**src/rtl/seg_pkg.sv**
```systemverilog
// seg_pkg: shared constants and display configuration type for the 7-segment scanner
package seg_pkg;
  localparam int NUM_DIGITS_DEF = 4;
  localparam logic [NUM_DIGITS_DEF-1:0] AN_OFF = '1;
  localparam logic DP_OFF = 1'b1;
  typedef struct packed {
    logic [4*NUM_DIGITS_DEF-1:0] value;
    logic [NUM_DIGITS_DEF-1:0]   dp_mask;
    logic                        blank_lz;
  } disp_cfg_t;
endpackage

```
**src/rtl/seg_scan_if.sv**
```systemverilog
// seg_scan_if: load-side inputs and scanned display outputs of seg_scan
interface seg_scan_if #(parameter int NUM_DIGITS = 4);
  logic                    load;
  logic [4*NUM_DIGITS-1:0] value;
  logic [NUM_DIGITS-1:0]   dp_mask;
  logic                    blank_lz;
  logic [3:0]              digit_nib;
  logic                    dp_n;
  logic [NUM_DIGITS-1:0]   an;
  logic                    frame;
  modport master(output load, value, dp_mask, blank_lz, input digit_nib, dp_n, an, frame);
  modport slave(input load, value, dp_mask, blank_lz, output digit_nib, dp_n, an, frame);
endinterface

```
**src/rtl/seg_scan_tick.sv**
```systemverilog
// scan_tick: free-running divider pulsing tick_o once every CLK_DIV cycles
module scan_tick #(parameter int CLK_DIV = 100000) (
  input  logic clk,
  input  logic rst_n,
  output logic tick_o
);
  localparam int CW = $clog2(CLK_DIV);
  logic [CW-1:0] cnt_q, cnt_d;
  assign tick_o = cnt_q == CW'(CLK_DIV - 1);
  assign cnt_d = tick_o ? '0 : cnt_q + 1'b1;
  always_ff @(posedge clk)
    if (!rst_n) cnt_q <= '0;
    else cnt_q <= cnt_d;
endmodule

```
**src/rtl/seg_scan.sv**
```systemverilog
// seg_scan: time-multiplexed 7-segment scanner with frame-boundary commit and leading-zero blanking
module seg_scan import seg_pkg::*; #(
  parameter int CLK_DIV    = 100000,
  parameter int NUM_DIGITS = NUM_DIGITS_DEF
) (
  input logic       clk,
  input logic       rst_n,
  seg_scan_if.slave bus
);
  localparam int IW = NUM_DIGITS > 1 ? $clog2(NUM_DIGITS) : 1;
  typedef struct packed {
    logic [4*NUM_DIGITS-1:0] value;
    logic [NUM_DIGITS-1:0]   dp_mask;
    logic                    blank_lz;
  } cfg_t;
  logic                  tick, wrap, wrap_q, lz, blank;
  logic [IW-1:0]         idx_q, idx_d;
  cfg_t                  in_cfg, shown_q, shown_d, pend_q, pend_d;
  logic                  pend_v_q, pend_v_d;
  logic [NUM_DIGITS-1:0] an_q, an_d;
  logic [3:0]            nib_q, nib_d;
  logic                  dp_q, dp_d, frame_q;
  scan_tick #(.CLK_DIV(CLK_DIV)) u_tick (.clk(clk), .rst_n(rst_n), .tick_o(tick));
  // A load on the wrap tick goes straight to shown so it is never held back a frame
  always_comb begin
    in_cfg   = '{value: bus.value, dp_mask: bus.dp_mask, blank_lz: bus.blank_lz};
    wrap     = tick && idx_q == IW'(NUM_DIGITS - 1);
    idx_d    = tick ? (wrap ? '0 : idx_q + 1'b1) : idx_q;
    shown_d  = wrap ? (bus.load ? in_cfg : (pend_v_q ? pend_q : shown_q)) : shown_q;
    pend_d   = bus.load && !wrap ? in_cfg : pend_q;
    pend_v_d = wrap ? 1'b0 : pend_v_q | bus.load;
    lz = 1'b1;
    for (int j = 0; j < NUM_DIGITS; j++)
      lz = lz & (j < int'(idx_q) || shown_q.value[4*j +: 4] == 4'd0);
    blank = shown_q.blank_lz && idx_q != '0 && lz;
    an_d  = blank ? '1 : ~(NUM_DIGITS'(1) << idx_q);
    nib_d = blank ? 4'd0 : shown_q.value[4*idx_q +: 4];
    dp_d  = blank ? DP_OFF : ~shown_q.dp_mask[idx_q];
  end
  always_ff @(posedge clk)
    if (!rst_n) begin
      idx_q    <= '0;
      shown_q  <= '0;
      pend_q   <= '0;
      pend_v_q <= 1'b0;
      wrap_q   <= 1'b0;
      an_q     <= '1;
      nib_q    <= 4'd0;
      dp_q     <= DP_OFF;
      frame_q  <= 1'b0;
    end else begin
      idx_q    <= idx_d;
      shown_q  <= shown_d;
      pend_q   <= pend_d;
      pend_v_q <= pend_v_d;
      wrap_q   <= wrap;
      an_q     <= an_d;
      nib_q    <= nib_d;
      dp_q     <= dp_d;
      frame_q  <= wrap_q;
    end
  assign bus.an        = an_q;
  assign bus.digit_nib = nib_q;
  assign bus.dp_n      = dp_q;
  assign bus.frame     = frame_q;
endmodule

```
**src/flat_wrapper.sv**
```systemverilog
// flat-port wrapper written by rule: the top's interface ports become plain ports
module seg_scan_flat import seg_pkg::*;
#(
  parameter int CLK_DIV    = 100000,
  parameter int NUM_DIGITS = NUM_DIGITS_DEF
)
  (clk, rst_n, bus_load, bus_value, bus_dp_mask, bus_blank_lz, bus_digit_nib, bus_dp_n, bus_an, bus_frame);
  seg_scan_if #(.NUM_DIGITS(NUM_DIGITS)) bus_i ();
  input logic clk;
  input logic rst_n;
  input wire logic [$bits(bus_i.load)-1:0] bus_load;
  input wire logic [$bits(bus_i.value)-1:0] bus_value;
  input wire logic [$bits(bus_i.dp_mask)-1:0] bus_dp_mask;
  input wire logic [$bits(bus_i.blank_lz)-1:0] bus_blank_lz;
  output wire logic [$bits(bus_i.digit_nib)-1:0] bus_digit_nib;
  output wire logic [$bits(bus_i.dp_n)-1:0] bus_dp_n;
  output wire logic [$bits(bus_i.an)-1:0] bus_an;
  output wire logic [$bits(bus_i.frame)-1:0] bus_frame;
  assign bus_i.load = bus_load;
  assign bus_i.value = bus_value;
  assign bus_i.dp_mask = bus_dp_mask;
  assign bus_i.blank_lz = bus_blank_lz;
  assign bus_digit_nib = bus_i.digit_nib;
  assign bus_dp_n = bus_i.dp_n;
  assign bus_an = bus_i.an;
  assign bus_frame = bus_i.frame;
  seg_scan #(.CLK_DIV(CLK_DIV), .NUM_DIGITS(NUM_DIGITS)) u_core (.clk(clk), .rst_n(rst_n), .bus(bus_i));
endmodule
```
**config.mk**
```make
export PLATFORM = sky130hd
export DESIGN_NAME = seg_scan_flat
export DESIGN_NICKNAME = d
export VERILOG_FILES = /design/src/rtl/seg_pkg.sv /design/src/rtl/seg_scan_if.sv /design/src/rtl/seg_scan_tick.sv /design/src/rtl/seg_scan.sv /design/src/flat_wrapper.sv
export SDC_FILE = /design/constraint.sdc
export NUM_CORES = 1
export LEC_CHECK = 0
export BUFFER_PORTS_ARGS = -buffer_cell sky130_fd_sc_hd__buf_4
export CAP_MARGIN = 20
export CELL_PAD_IN_SITES_DETAIL_PLACEMENT = 0
export CELL_PAD_IN_SITES_GLOBAL_PLACEMENT = 2
export CORE_MARGIN = 4
export CORE_UTILIZATION = 33
export CTS_CLUSTER_DIAMETER = 60
export DETAILED_ROUTE_END_ITERATION = 8
export GPL_ROUTABILITY_DRIVEN = 0
export PLACE_DENSITY_LB_ADDON = 0.2
export SLEW_MARGIN = 0
export SYNTH_ARGS = -nofsm -noshare
export SYNTH_HDL_FRONTEND = slang
export SYNTH_HIERARCHICAL = 1
export SYNTH_SLANG_ARGS = --single-unit
export TNS_END_PERCENT = 100
```
**constraint.sdc**
```tcl
create_clock -name clk -period 2.2 [get_ports clk]
set_clock_uncertainty 0.05 [all_clocks]
set_input_delay 0.11 -clock clk [delete_from_list [all_inputs] [get_ports clk]]
set_output_delay 0.11 -clock clk [all_outputs]
set_load 0.05 [all_outputs]
```
==> reports/qor.yml, run 1 <==
irDropWorstVdd_v: 0.0003355
hold_viol: 0
drt_first_pass_iters: 4
max_freq_mhz: 480.5
ios: 34
worstRegToRegCells: 8
outcome: "finished, final reports clean"
cp_slowest_cell: "dfxtp_1"
clk_pin_slew_ns: 0.07
rr_startpoint: "u_core/u_tick/cnt_q[1]"
grt_pass1_wl_um: 12250
dr_wl_met3_um: 225
drtIter0Drc: 86
synth_cell_types: 42
clk_root_buffer_cell: "clkbuf_8"
final_common_cell: "dfxtp_1"
fin_crit_sh: 0.9460
final_cells: 527
synthArstFlopShare: 0
post-route-cell-area_um2: 4051
synthesis.area_um2: 3119
critPathLaunchType: "flop"
track_usage: 0.1367
via_per_inst: 4.721
areaGrowthSynthToFinish_pct: 29.88
layout-drive-gt1-share: 0.2035
top_layer: "met4"
cpPeakStageDelay_ns: 0.39
finalMaxSlewViolations: 0
worst_pin_slew_ns: 0.6094
hp-class: "in2reg"
core_area_um2: 9240
numPlacedInstances: 489
syn_nets: 361
htree_levels: 3
final_cell_mix: "73 x dfxtp_1, 48 x buf_4, 48 x nand2_1, 44 x nor2_1, 23 x mux2i_1"
worstPathMaxFanout: 21
synth.ff_latch_count: 73
worstSkewPairLatency_ns: 0.33
worst-setup-path-type: "reg2reg"
crit_family: "simple AND/OR/NAND/NOR gates"
setup_viol: 0
numCtsBuffers: 9
dp_hpwl_um: 4700
routed_wl_um: 7197
num_vias: 2488
rr_endpoint: "u_core/shown_q[17]"
avgSynthCellArea_um2: 9.395
layout.nets: 423
met2_length_um: 3495
synth_edf_count: 0
gr-total-overflow: 0
p_leak_nw: 1.543
start_util: 0.3376
path_cells: "ha_4 -> nand4_4 -> or2_4 -> nor3_1 -> buf_4 -> o211a_4 -> bufbuf_16 -> a211oi_1"
antenna_cells: 0
crit_arrival_ns: 2.22
cts_tree: "built"
clock-sinks: 73
hold_end: "u_core/pend_v_q"
powerDensity_nw_per_um2: 646.0
synthFlopType: "dfxtp_1"
clockBufferDepth: 2
grt_pass1_vias: 2447
die_h_um: 105.2
wl_met1_um: 3444
portBuffers: 33
required_ns: 2.34
ys_seq_area_frac: 0.4685
yosysWarningCount: 6
rows: 35
hold_depth: 3
antenna_found_initial: 0
end_kind: "flop"
grt_max_degree: 44
cap_violations: 0
holdCritStartpoint: "bus_load"
drc: 0
path_buf_inv: 2
relSlewSlack: 0.5900
fp.dieW_um: 105.2
die_area_um2: 11070
layout_min_cycle_time_ns: 2.081
post_drt_wl_per_cell_um: 13.66
syn_inst: 332
place_area_um2: 3577
r2r_slack_ns: 0.12
setup_tns_ns: 0
antenna_left: 0
-- where the power goes --
part / total, W / switching, W / internal (W)
sequential: 0.00136 / 0.0000150 / 0.00135
clock: 0.00104 / 0.000464 / 0.000577
combinational: 0.000213 / 0.000104 / 0.000109
-- timing repair --
action / CTS / global route
gates resized for setup: 2 / 2
hold endpoints to repair: 22 / 0
hold buffers: 22 / 0
gates cloned: 1 / 0
pin swaps: 0 / 0
endpoints found under the setup margin: 21 / 21
setup buffers: 0 / 0
-- state kept, by name, indices dropped and copies added (netlist names) --
signal,count
u_core/pend_v_q,1
u_core/bus.digit_nib,4
u_core/u_tick/cnt_q,17
u_core/shown_q,21
u_core/pend_q,21
u_core/bus.dp_n,1
u_core/bus.an,4
u_core/wrap_q,1
u_core/bus.frame,1
u_core/idx_q,2
-- worst max-delay path by stage --
stage	from	endpoint	slack, ns	cells after the start
finish	u_core/u_tick/cnt_q[1]	u_core/shown_q[17]	0.12	8
global route	u_core/u_tick/cnt_q[1]	u_core/shown_q[11]	-0.003	9
CTS	u_core/u_tick/cnt_q[1]	u_core/shown_q[17]	0.002	8
detailed placement	u_core/u_tick/cnt_q[12]	u_core/shown_q[17]	-0.04	8
global placement	u_core/u_tick/cnt_q[12]	u_core/shown_q[14]	0.006	8
floorplan	u_core/u_tick/cnt_q[0]	u_core/shown_q[0]	0.03	9
-- synth_stat cells, drive strengths merged, types with 2 or more instances --
master / number / area, um^2
a211oi: 22 / 165.2
a21boi: 5 / 37.54
a21oi: 21 / 105.1
buf: 12 / 81.33
clkbuf: 11 / 42.54
dfxtp: 73 / 1461
ha: 5 / 62.56
inv: 5 / 18.76
mux2i: 23 / 230.2
mux4: 5 / 118.9
nand2: 48 / 180.2
nand3: 6 / 30.03
nand4: 5 / 46.29
nor2: 44 / 165.2
nor3: 6 / 30.03
nor4: 6 / 37.54
o21ai: 4 / 20.02
o31ai: 2 / 33.78
xnor2: 11 / 96.34
xor2: 4 / 35.03
-- worst min-delay path: cells and delay by family --
kind                   cells  cell delay [ns]
AO/OA/AOI/OAI              1             0.05
buffers and inverters      1             0.25
AND/OR/NAND/NOR            1             0.15
-- per-layer routing --
metal | vias to the layer above | track usage
met3 | 2 | 0.04164
met1 | 1173 | 0.1716
li1 | 1273 | -
met4 | 0 | 0.02530
met5 | - | 0
met2 | 40 | 0.2332
-- logic make-up (layout without fill, tap and decap cells) --
logic type | count (synthesis) | in the layout | synth area share
multiplexers | 28 | 28 | 0.1119
AND/OR/NAND/NOR | 124 | 124 | 0.1805
AO/OA/AOI/OAI | 59 | 59 | 0.1312
flip-flops | 73 | 73 | 0.4685
buffers and inverters | 28 | 94 | 0.04573
XOR/XNOR | 15 | 15 | 0.04212
adder cells (fa/ha/maj) | 5 | 5 | 0.02006
-- per-stage QoR --
step	worst slack (ns)	total power [W]	utilization	hold WS, ns
6_report	0.1188	0.002617	0.4385	0.2300
5_1_grt	-0.003471	0.002740	0.4385	0.2401
4_1_cts	0.002205	0.002665	0.4366	0.2131
3_5_place_dp	-0.03986	0.001576	0.3871	0.3270
3_3_place_gp	0.005721	0.001573	0.3871	0.3181
2_1_floorplan	0.02639	0.001496	-	0.1297
-- cell type report --
type                    count  area (um^2)
repair buffers             74        673.1
clock inverters             3        40.04
clock buffers              12        155.1
flip-flops and latches     73         1461
fillers                   946         5189
multi-input cells         231         1541
well taps                 129        161.4
inverters                   5        18.77
Power figures use the tool's default switching activity.
==> run 2: changes to the inputs <==
--- a/config.mk
+++ b/config.mk
@@ -14,7 +14,7 @@
 export CTS_CLUSTER_DIAMETER = 60
 export DETAILED_ROUTE_END_ITERATION = 8
 export GPL_ROUTABILITY_DRIVEN = 0
-export PLACE_DENSITY_LB_ADDON = 0.2
+export PLACE_DENSITY = 0.86
 export SLEW_MARGIN = 0
 export SYNTH_ARGS = -nofsm -noshare
 export SYNTH_HDL_FRONTEND = slang
==> reports/qor.yml, run 2 (same netlist as run 1, synthesis figures left out) <==
drt_first_pass_iters: 4  # unchanged
post_drt_wl_per_cell_um: 13.08  # was 13.66 um
p_seq_frac: 0.501  # was 0.521
portBuffers: 33  # unchanged
via_per_inst: 4.770  # was 4.721
layout_min_cycle_time_ns: 2.059  # was 2.081 ns
cp_slowest_cell: "dfxtp_1"  # unchanged
seqCellArea_um2: 1461  # unchanged
worst-setup-path-type: "reg2reg"  # unchanged
r2r_slack_ns: 0.14  # was 0.12 ns
clk_root_buffer_cell: "clkbuf_8"  # unchanged
start_util: 0.3376  # unchanged
irDropWorstVdd_v: 0.0003207  # was 0.0003355 V
p_comb_frac: 0.077  # was 0.081
layout.nets: 426  # was 423
antenna_left: 0  # unchanged
crit_arrival_ns: 2.25  # was 2.22 ns
cts_tree: "built"  # unchanged
areaGrowthSynthToFinish_pct: 31.05  # was 29.88%
fin_crit_sh: 0.9359  # was 0.9460
drc: 0  # unchanged
drtIter0Drc: 140  # was 86
end_kind: "flop"  # unchanged
rr_startpoint: "u_core/u_tick/cnt_q[1]"  # unchanged
antenna_found_initial: 0  # unchanged
clock-sinks: 73  # unchanged
grt_pass1_wl_um: 11560  # was 12250 um
antenna_cells: 0  # unchanged
worstPathMaxFanout: 21  # unchanged
fp.dieW_um: 105.2  # unchanged
fillers: 900  # was 946
ios: 34  # unchanged
hold_depth: 3  # unchanged
hold_viol: 0  # unchanged
routed_wl_um: 6945  # was 7197 um
layout-drive-gt1-share: 0.2214  # was 0.2035
num_vias: 2533  # was 2488
hp-class: "in2reg"  # unchanged
clockPowerShare: 0.423  # was 0.398
die_area_um2: 11070  # unchanged
rr_endpoint: "u_core/shown_q[11]"  # was u_core/shown_q[17]
final_common_cell: "dfxtp_1"  # unchanged
largestRegisters: "u_core/pend_q (21), u_core/shown_q (21), u_core/u_tick/cnt_q (17)"  # unchanged
outcome: "finished, final reports clean"  # unchanged
clk_pin_slew_ns: 0.07  # about the same
track_usage: 0.1288  # was 0.1367
cap_violations: 0  # unchanged
final_cell_mix: "73 x dfxtp_1, 52 x buf_4, 48 x nand2_1, 44 x nor2_1, 23 x mux2i_1"  # was 73 x dfxtp_1, 48 x buf_4, 48 x nand2_1, 44 x nor2_1, 23 x mux2i_1
rows: 35  # unchanged
finalMaxSlewViolations: 0  # unchanged
netSwitchingPower_w: 0.0005987  # was 0.0005832 W
p_sw_frac: 0.2201  # was 0.2228
max_freq_mhz: 485.7  # was 480.5 MHz
p_leak_nw: 1.563  # was 1.543 nW
htree_levels: 3  # unchanged
worstSkewPairLatency_ns: 0.34  # was 0.33 ns
grt_pass1_vias: 2382  # was 2447
holdCritStartpoint: "bus_load"  # unchanged
setup_viol: 0  # unchanged
pre_cts_slack_ns: 0.03000  # was -0.03986 ns
worstRegToRegCells: 9  # was 8
cpPeakStageDelay_ns: 0.37  # was 0.39 ns
clockBufferDepth: 2  # unchanged
relSlewSlack: 0.6165  # was 0.5900
dp_hpwl_um: 4646  # was 4700 um
hold_end: "u_core/pend_v_q"  # unchanged
critPathLaunchType: "flop"  # unchanged
powerDensity_nw_per_um2: 665.4  # was 646.0 nW/um^2
total_power_w: 0.002720  # was 0.002617 W
numCtsBuffers: 9  # unchanged
path_cells: "ha_2 -> nand4_4 -> or2_4 -> nor3_2 -> buf_4 -> o211a_4 -> buf_12 -> nor2_1 -> a211oi_1"  # was ha_4 -> nand4_4 -> or2_4 -> nor3_1 -> buf_4 -> o211a_4 -> bufbuf_16 -> a211oi_1
multi_input_area_um2: 1550  # was 1541 um^2
core_area_um2: 9240  # unchanged
die_h_um: 105.2  # unchanged
worst_pin_slew_ns: 0.5699  # was 0.6094 ns
utilization: 0.4424  # was 0.4385
grt_max_degree: 43  # was 44
gr-total-overflow: 0  # unchanged
internal_power_w: 0.002121  # was 0.002034 W
required_ns: 2.39  # was 2.34 ns
setup_slack_ns: 0.1410  # was 0.1188 ns
## run 2: cell count changes in the layout (fill, tap and decap cells not counted), sizes merged
cell,before,now
clkinv,2,3
bufinv,1,2
buf,51,54
bufbuf,1,0
## run 2: worst max path at each step
stage                              end              startpoint  slack (ns)  cells past startpoint
finish              u_core/shown_q[11]  u_core/u_tick/cnt_q[1]        0.14                      9
global route         u_core/shown_q[0]  u_core/u_tick/cnt_q[1]       -0.02                      9
CTS                 u_core/shown_q[16]  u_core/u_tick/cnt_q[1]        0.01                      9
detailed placement   u_core/shown_q[6]  u_core/u_tick/cnt_q[1]        0.03                      9
global placement    u_core/shown_q[15]  u_core/u_tick/cnt_q[1]        0.11                      9
floorplan            u_core/shown_q[0]  u_core/u_tick/cnt_q[0]        0.03                      9
## run 2: worst max-delay path, delay by kind of cell (launching register included)
kind	cells	cell delay, ns
and+or+nand+nor	4	0.60
AOI/OAI and AO/OA	2	0.40
DFF	1	0.37
buffers and inverters	2	0.32
adders and majority gates	1	0.23
## run 2: per-stage QoR
| step | instance area (um^2) | hold slack (ns) | setup TNS (ns) | cells |
|---|---|---|---|---|
| global route | 4088 | 0.2123 | -0.03528 | 531 |
| floorplan | 3119 | 0.1297 | 0 | 332 |
| finish | 4088 | 0.2390 | 0 | 531 |
| CTS | 3998 | 0.2000 | 0 | 526 |
| global placement | 3557 | 0.3157 | 0 | 488 |
| detailed placement | 3557 | 0.3224 | 0 | 488 |
## run 2: power by group through the flow
stage	sequential, W	clock [W]	combinational [W]
3_5_place_dp	0.00139	0	0.000176
5_1_grt	0.00137	0.00125	0.000231
6_report	0.00136	0.00115	0.000208
4_1_cts	0.00136	0.00119	0.000208
3_3_place_gp	0.00139	0	0.000173
2_1_floorplan	0.00139	0	0.000102
## run 2: area by class of cell
type / count / area share
multi-input cells: 231 / 0.3792
flip-flops and latches: 73 / 0.3575
repair buffers: 77 / 0.1653
well taps: 129 / 0.03949
clock buffers: 11 / 0.03459
clock inverters: 5 / 0.01928
inverters: 5 / 0.004591
## run 2: per-layer routing
| layer | vias up | GRT usage | share of wire |
|---|---|---|---|
| met3 | 8 | 0.04287 | 0.056 |
| met2 | 65 | 0.1922 | 0.45 |
| met4 | 0 | 0.04030 | 0.011 |
| li1 | 1285 | - | - |
| met5 | - | 0 | 0 |
| met1 | 1175 | 0.1759 | 0.48 |
## run 2: repair_timing
item                                   4_1_cts  5_1_grt
endpoints found under the hold margin       22        0
hold buffers                                22        0
setup endpoints to repair                    0       21
gates resized for setup                      0        7
buffers inserted                             0        4
==> run 3: changes to the inputs <==
--- a/config.mk
+++ b/config.mk
@@ -6,7 +6,6 @@
 export NUM_CORES = 1
 export LEC_CHECK = 0
 export BUFFER_PORTS_ARGS = -buffer_cell sky130_fd_sc_hd__buf_4
-export CAP_MARGIN = 20
 export CELL_PAD_IN_SITES_DETAIL_PLACEMENT = 0
 export CELL_PAD_IN_SITES_GLOBAL_PLACEMENT = 2
 export CORE_MARGIN = 4
@@ -14,6 +13,7 @@
 export CTS_CLUSTER_DIAMETER = 60
 export DETAILED_ROUTE_END_ITERATION = 8
 export GPL_ROUTABILITY_DRIVEN = 0
+export GPL_TIMING_DRIVEN = 0
 export PLACE_DENSITY = 0.86
 export SLEW_MARGIN = 0
 export SYNTH_ARGS = -nofsm -noshare
==> reports/qor.yml, run 3 (same netlist as run 1, synthesis figures left out) <==
setup_viol: 0  # unchanged
track_usage: 0.1346  # was 0.1288
antenna_found_initial: 0  # unchanged
start_util: 0.3376  # unchanged
layout-drive-gt1-share: 0.2134  # was 0.2214
ios: 34  # unchanged
utilization: 0.4325  # was 0.4424
worstSkewPairLatency_ns: 0.34  # about the same
relSlewSlack: 0.6184  # was 0.6165
final_common_cell: "dfxtp_1"  # unchanged
antenna_left: 0  # unchanged
cp_slowest_cell: "dfxtp_4"  # was dfxtp_1
critPathLaunchType: "flop"  # unchanged
die_h_um: 105.2  # unchanged
antenna_cells: 0  # unchanged
largestRegisters: "u_core/pend_q (21), u_core/shown_q (21), u_core/u_tick/cnt_q (17)"  # unchanged
portBuffers: 32  # was 33
irDropWorstVdd_v: 0.0002507  # was 0.0003207 V
rows: 35  # unchanged
via_per_inst: 4.654  # was 4.770
fp.dieW_um: 105.2  # unchanged
cts_tree: "built"  # unchanged
fin_crit_sh: 0.9417  # was 0.9359
drc: 0  # unchanged
drt_first_pass_iters: 4  # unchanged
crit_family: "simple AND/OR/NAND/NOR gates"  # unchanged
dp_hpwl_um: 5012  # was 4646 um
hp-class: "in2reg"  # unchanged
finalMaxSlewViolations: 0  # unchanged
clock-sinks: 73  # unchanged
htree_levels: 3  # unchanged
die_area_um2: 11070  # unchanged
p_leak_nw: 1.523  # was 1.563 nW
clk_root_buffer_cell: "clkbuf_8"  # unchanged
outcome: "finished, final reports clean"  # unchanged
path_cells: "ha_4 -> nand4_4 -> or2_4 -> nor3_4 -> buf_6 -> o211a_1 -> buf_4 -> buf_6 -> nor2_1 -> a211oi_2"  # was ha_2 -> nand4_4 -> or2_4 -> nor3_2 -> buf_4 -> o211a_4 -> buf_12 -> nor2_1 -> a211oi_1
crit_arrival_ns: 2.28  # was 2.25 ns
post_drt_wl_per_cell_um: 13.24  # was 13.08 um
num_vias: 2476  # was 2533
worst_pin_slew_ns: 0.5672  # was 0.5699 ns
max_freq_mhz: 482.7  # was 485.7 MHz
areaGrowthSynthToFinish_pct: 28.12  # was 31.05%
numCtsBuffers: 9  # unchanged
grt_max_degree: 12  # was 43
layout_min_cycle_time_ns: 2.072  # was 2.059 ns
core_area_um2: 9240  # unchanged
routed_wl_um: 7046  # was 6945 um
required_ns: 2.41  # was 2.39 ns
setup_tns_ns: 0  # unchanged
worst-setup-path-type: "reg2reg"  # unchanged
crit_top_cell: "buf_6"
path_buf_inv: 3  # was 2
worstPathMaxFanout: 10  # was 21
end_kind: "flop"  # unchanged
cpPeakStageDelay_ns: 0.37  # about the same
final_cell_mix: "71 x dfxtp_1, 48 x nand2_1, 44 x nor2_1, 36 x buf_4, 23 x mux2i_1"  # was 73 x dfxtp_1, 52 x buf_4, 48 x nand2_1, 44 x nor2_1, 23 x mux2i_1
gr-total-overflow: 0  # unchanged
layout.nets: 428  # was 426
cap_violations: 0  # unchanged
post-route-cell-area_um2: 3996  # was 4088 um^2
drtIter0Drc: 55  # was 140
place_area_um2: 3521  # was 3557 um^2
clk_pin_slew_ns: 0.07  # about the same
grt_pass1_vias: 2450  # was 2382
hold_viol: 0  # unchanged
grt_pass1_wl_um: 12010  # was 11560 um
powerDensity_nw_per_um2: 611.0  # was 665.4 nW/um^2
clockBufferDepth: 2  # unchanged
-- run 3: cell types whose count changed in the layout (fill, tap and decap cells not counted), sizes merged --
| cell | change |
|---|---|
| bufinv | -2 |
| buf | -6 |
| clkbuf | +9 |
-- run 3: area by class of cell --
cell class | count | area, um^2
Tap cell | 129 | 161.4
Clock buffer | 12 | 135.1
Multi-Input combinational cell | 231 | 1565
Buffer | 23 | 155.1
Timing Repair Buffer | 56 | 475.5
Fill cell | 914 | 5244
Inverter | 5 | 18.77
Clock inverter | 3 | 18.77
Sequential cell | 73 | 1466
-- run 3: routing by layer --
layer  up-vias  global-route usage  part of all wire
met1      1143              0.1788              0.49
met2        37              0.2072              0.46
met4         0             0.04686             0.016
met3         8             0.04103             0.036
li1       1288                   -                 -
met5         -                   0                 0
-- run 3: path summary, 6_finish.rpt --
kind | slack [ns] | from | end | cells past startpoint
min | 0.18 | bus_load | u_core/pend_q[0] | 4
min reg2reg | 0.40 | u_core/wrap_q | u_core/bus.frame | 1
max | 0.13 | u_core/u_tick/cnt_q[0] | u_core/shown_q[11] | 10
max reg2reg | 0.13 | u_core/u_tick/cnt_q[0] | u_core/shown_q[11] | 10
-- run 3: power by group --
group	internal [W]	switching (W)	leakage (nW)
Combinational	0.000104	0.000107	0.848
Sequential	0.00135	0.0000147	0.594
Clock	0.000403	0.000464	0.0802
Total	0.00186	0.000586	1.52
-- run 3: per-stage QoR --
| step | hold WS [ns] | setup WS, ns | total power (W) | cells |
|---|---|---|---|---|
| CTS | 0.1644 | 0.01045 | 0.002476 | 532 |
| finish | 0.1786 | 0.1283 | 0.002442 | 532 |
| global route | 0.2061 | -0.01463 | 0.002563 | 532 |
| detailed placement | 0.3257 | -0.3140 | 0.001570 | 493 |
| floorplan | 0.1297 | 0.02639 | 0.001496 | 332 |
| global placement | 0.3148 | -0.2825 | 0.001567 | 493 |
-- run 3: repair_timing --
item / CTS / global route
buffers inserted: 2 / 0
hold buffers: 22 / 0
pin swaps: 0 / 4
setup endpoints to repair: 41 / 41
gates cloned: 0 / 0
gates resized for setup: 14 / 17
endpoints found under the hold margin: 22 / 0
-- run 3: tightest hold or removal path, cell delays in order --
cell and delay [ns]:
buf_2 0.14, a21boi_1 0.16, nand2_1 0.07, a21oi_1 0.05
